<file path="src/rtl/noise_gate.sv">
// noise_gate: peak-envelope noise gate with hysteresis, hold timer and linear gain ramp, two-stage pipeline.
module noise_gate #(
  parameter int GAIN_FRAC     = 8,
  parameter int RAMP_STEP     = 16,
  parameter int RELEASE_SHIFT = 6,
  parameter int HOLD_W        = 16
) (
  input  logic               clk,
  input  logic               rst_n,
  input  logic               in_valid,
  input  logic signed [15:0] signal_in,
  input  logic [15:0]        threshold,
  input  logic [HOLD_W-1:0]  hold_samples,
  output logic               out_valid,
  output logic signed [15:0] signal_out,
  output logic               gate_open
);
  localparam int GW = GAIN_FRAC + 1;
  localparam logic [GW-1:0] UNITY = GW'(1 << GAIN_FRAC);
  localparam logic [GW-1:0] STEP = GW'(RAMP_STEP);
  typedef enum logic [2:0] {CLOSED, OPENING, OPEN, HOLD, CLOSING} state_t;
  state_t state, state_mid, state_nxt;
  logic [16:0] env, env_dec, env_new, mag;
  logic [15:0] abs_in;
  logic above, below;
  logic [GW-1:0] gain, gain_new;
  logic [GW:0] gain_up;
  logic [HOLD_W-1:0] hold_cnt, hold_nxt;
  logic signed [15:0] sample, sat;
  logic signed [25:0] prod, scaled;
  logic v1;
  assign abs_in = signal_in == 16'sh8000 ? 16'h7fff : (signal_in[15] ? 16'(-signal_in) : signal_in);
  assign mag = {1'b0, abs_in};
  assign env_dec = env - (env >> RELEASE_SHIFT);
  assign env_new = mag > env_dec ? mag : env_dec;
  assign above = env_new >= {1'b0, threshold};
  assign below = env_new < {2'b0, threshold[15:1]};
  assign gain_up = {1'b0, gain} + {1'b0, STEP};
  always_comb begin
    state_mid = state;
    hold_nxt = hold_cnt;
    case (state)
      CLOSED:  if (above) state_mid = OPENING;
      OPENING: if (below) state_mid = CLOSING;
      OPEN: if (below) begin
        hold_nxt = hold_samples;
        if (hold_samples == '0) state_mid = CLOSING;
        else state_mid = HOLD;
      end
      HOLD: if (above) state_mid = OPEN;
      else begin
        hold_nxt = hold_cnt - 1'b1;
        if (hold_cnt == HOLD_W'(1)) state_mid = CLOSING;
      end
      CLOSING: if (above) state_mid = OPENING;
      default: state_mid = CLOSED;
    endcase
  end
  // gain follows the state we are heading into; ramp endpoints then settle the state
  always_comb begin
    gain_new = state_mid == OPEN || state_mid == HOLD ? UNITY
             : state_mid == OPENING ? (gain_up >= {1'b0, UNITY} ? UNITY : gain_up[GW-1:0])
             : state_mid == CLOSING ? (gain <= STEP ? '0 : gain - STEP)
             : '0;
    state_nxt = state_mid;
    if (state_mid == OPENING && gain_new == UNITY) state_nxt = OPEN;
    if (state_mid == CLOSING && gain_new == '0) state_nxt = CLOSED;
  end
  assign prod = sample * $signed({1'b0, gain});
  assign scaled = prod >>> GAIN_FRAC;
  assign sat = scaled > 26'sd32767 ? 16'sh7fff : scaled < -26'sd32768 ? 16'sh8000 : scaled[15:0];
  assign gate_open = state != CLOSED;
  always_ff @(posedge clk or negedge rst_n) begin
    if (!rst_n) begin
      state <= CLOSED;
      env <= '0;
      gain <= '0;
      hold_cnt <= '0;
      sample <= '0;
      v1 <= 1'b0;
      out_valid <= 1'b0;
      signal_out <= '0;
    end else begin
      v1 <= in_valid;
      out_valid <= v1;
      if (v1) signal_out <= sat;
      if (in_valid) begin
        state <= state_nxt;
        env <= env_new;
        gain <= gain_new;
        hold_cnt <= hold_nxt;
        sample <= signal_in;
      end
    end
  end
endmodule
</file>
<file path="config.mk">
export PLATFORM = sky130hd
export DESIGN_NAME = noise_gate
export DESIGN_NICKNAME = d
export VERILOG_FILES = /design/src/rtl/noise_gate.sv
export SDC_FILE = /design/constraint.sdc
export NUM_CORES = 1
export LEC_CHECK = 0
export CAP_MARGIN = 10
export CELL_PAD_IN_SITES_DETAIL_PLACEMENT = 0
export CELL_PAD_IN_SITES_GLOBAL_PLACEMENT = 1
export CORE_MARGIN = 2
export CORE_UTILIZATION = 30
export DETAILED_ROUTE_END_ITERATION = 10
export DONT_BUFFER_PORTS = 1
export GPL_TIMING_DRIVEN = 0
export PLACE_DENSITY = 0.53
export SYNTH_ARGS = -nofsm -noshare
export SYNTH_HDL_FRONTEND = slang
export SYNTH_SLANG_ARGS = --single-unit
</file>
<file path="constraint.sdc">
create_clock -name clk -period 9.2 [get_ports clk]
set_clock_uncertainty 0.1 [all_clocks]
set_input_delay 0.92 -clock clk [delete_from_list [all_inputs] [get_ports clk]]
set_output_delay 0.92 -clock clk [all_outputs]
set_load 0.01 [all_outputs]
</file>
==> reports/results.ini <==
[route]
drcViolationCount = 0
route.antenna.remaining_nets = 0
drt_pass1_iterations = 4
via_per_inst = 4.84
drt_iter0_markers = 315
wl_um = 31100
wl_per_cell_um = 17.1
vias = 8817

[yosys]
netlist_area_mm2 = 0.0113
post_synth.cell_area_avg_um2 = 8.76
synthXorXnorAreaFrac_pct = 3.47
ys_seq_area_share_pct = 17.4
synth_area_leaders = fa_1 22%, dfrtp_1 17%, ha_1 13%
synth_compound_area_share_pct = 14.8
synth_top_family_by_area = adder cells
synthAdderAreaFrac_pct = 34.5
ys.flop_type = dfrtp_1
synthArstFlopShare_pct = 100
ys_seq_elements = 79
synth.top_cell.area_share_pct = 21.5
synthTopCellsByCount = 185 x inv_1, 122 x fa_1, 118 x ha_1, 113 x nand2_1, 90 x and2_1
synth_largest_area_cell = fa_1
syn_inst = 1295
synth_edf_count = 0
yosys.area_share.simple_pct = 18.4
yosysWarnings = 0
synth_mux_area_share_pct = 3.16
yosysUniqueCellTypes = 77
syn_nets = 1586
yosysMostFrequentCell = inv_1

[layout]
n_antenna_cell = 0
layout-drive-gt1-share_pct = 5.42
syn2layout_area_growth_pct = 8.07
instances_no_fill = 1822
fin_nets = 1597

[sta]
worst_pin_slew_ps = 920
rsz0062_at_grt = false
setup_viol = 0
timing.fmax_ghz = 0.123
slew_headroom_pct = 38.7
hold_viol = 0
tns_ps = 0
period_needed_ps = 8130
whs_ps = 134
slew_violations = 0
period_share_pct = 88.4

[floorplan]
die-area_mm2 = 0.0394
rows = 71
initial_core_util_pct = 30.3
die_height_um = 199
coreArea_mm2 = 0.0375
die_x_um = 199
boundaryPins = 69

[place]
place_congestion = 0.819
hpwl_um = 25600
io_buffers = 0
place_inst = 1806

[power_and_ir_drop]
p_leak_nw = 5.77
p_per_area_mw_per_mm2 = 298
peakVddDrop_mv = 0.132

[clock_tree]
post_cts_buffers = 0
cts_resized = 0
cts_hold_buf = 0
clockBufferDepth = 2
cts_inserted_buffers = 9
insertion_delay_ps = 380
cts_tree = yes
clk_pin_slew_ps = 80
clock_sinks = 79
root_buffer = clkbuf_16
cts_max_level = 3

[grt]
gr-total-overflow = 0
grt_pass1_vias = 9346
grt_max_degree = 80
grt_usage_pct = 16.8
grt_pass1_wl_um = 51500
antenna_found_initial = 0

[setup_path]
crit_type = flop to flop
start_kind = flop
cp_slowest_cell = a21boi_1
critPathMaxStageDelay_ps = 560
crit_fanout = 10
worstPathArrival_ps = 8270
path_common_cell = ha_1
worst_ep_required_time_ps = 9340
end_kind = flop

[run]
drv_cap = 0

[hold_path]
hold_path_class = input pin to asynchronous set/reset pin

[outcome]
status = complete, no violations

power breakdown:
group	leakage (nW)	switching [mW]	internal, mW
Sequential	0.944	0.114	0.476
Clock	0.132	0.169	0.190
Combinational	4.70	1.62	1.08
worst max-delay path: cells and delay by family (launching register included):
family	cells	cell delay (ps)
AOI/OAI and AO/OA	14	4020
and+or+nand+nor	7	1270
adders and majority gates	4	1240
buffers and inverters	4	890
DFF	1	360
xor gates and xnor gates	1	130
area by class of cell:
type / instances / area [um^2]
Fill cell: 4047 / 25200
Inverter: 185 / 694
Buffer: 63 / 244
Multi-Input combinational cell: 968 / 8430
Tap cell: 511 / 639
Clock inverter: 5 / 33.8
Clock buffer: 11 / 243
Sequential cell: 79 / 1980
cells by family (layout without fill, tap and decap cells):
kind of cell    after synthesis  count (layout)
mux                          33              33
flops                        79              79
fa+ha+maj                   240             240
xor+xnor                     45              45
buf+inv                     248             264
compound gates              251             251
simple gates                399             399
sequential cells by signal, summed over array words and instances, names as in the netlist:
register,count
env,17
gain,9
hold_cnt,16
out_valid,1
sample,16
signal_out,16
state,3
v1,1
metrics by stage:
stage          setup slack (ps)  util (%)  total power, mW  instance area (um^2)
5_1_grt                     411      32.7             4.10                 12300
6_report                   1070      32.7             3.65                 12300
2_1_floorplan              2460         -             2.62                 11300
4_1_cts                     981      32.7             3.70                 12300
3_5_place_dp                982      32.0             3.32                 12000
3_3_place_gp                952      32.0             3.29                 12000
layer usage:
layer	track usage, %	routed length, um	share of wire [%]
met1	21.6	14600	47
met3	2.59	770	2.5
met5	0	0	0
met2	29.4	15100	49
met4	4.51	544	1.8
cells in the final DEF, fill, tap and decap left out, types with 5 or more instances in the layout:
| master | instances |
|---|---|
| a211oi_1 | 9 |
| a21o_1 | 14 |
| a21oi_1 | 78 |
| a22oi_1 | 8 |
| a311o_1 | 15 |
| a31oi_1 | 9 |
| and2_1 | 90 |
| and3_1 | 5 |
| buf_1 | 8 |
| buf_2 | 6 |
| clkbuf_1 | 50 |
| clkbuf_16 | 9 |
| dfrtp_1 | 79 |
| fa_1 | 122 |
| ha_1 | 118 |
| inv_1 | 185 |
| mux2_2 | 23 |
| mux2i_1 | 10 |
| nand2_1 | 113 |
| nand2b_1 | 7 |
| nand3_1 | 23 |
| nand4_1 | 8 |
| nor2_1 | 61 |
| nor2b_1 | 28 |
| nor3_1 | 20 |
| nor4_1 | 8 |
| o211ai_1 | 12 |
| o21a_1 | 7 |
| o21ai_0 | 50 |
| o2bb2ai_1 | 7 |
| o31ai_1 | 5 |
| or2_2 | 7 |
| xnor2_1 | 25 |
| xor2_1 | 20 |
final timing paths:
kind                                    from        endpoint  slack, ps  cells past startpoint
worst max-delay path                  env[0]     hold_cnt[4]       1070                     30
worst min-delay path                   rst_n          env[2]        130                      0
worst max register to register        env[0]     hold_cnt[4]       1070                     30
worst min register to register  hold_cnt[13]    hold_cnt[13]        410                      1
max in group asynchronous              rst_n  signal_out[11]       8730                      0
min in group clk                hold_cnt[13]    hold_cnt[13]        410                      1
(Power assumes the default switching activity.)
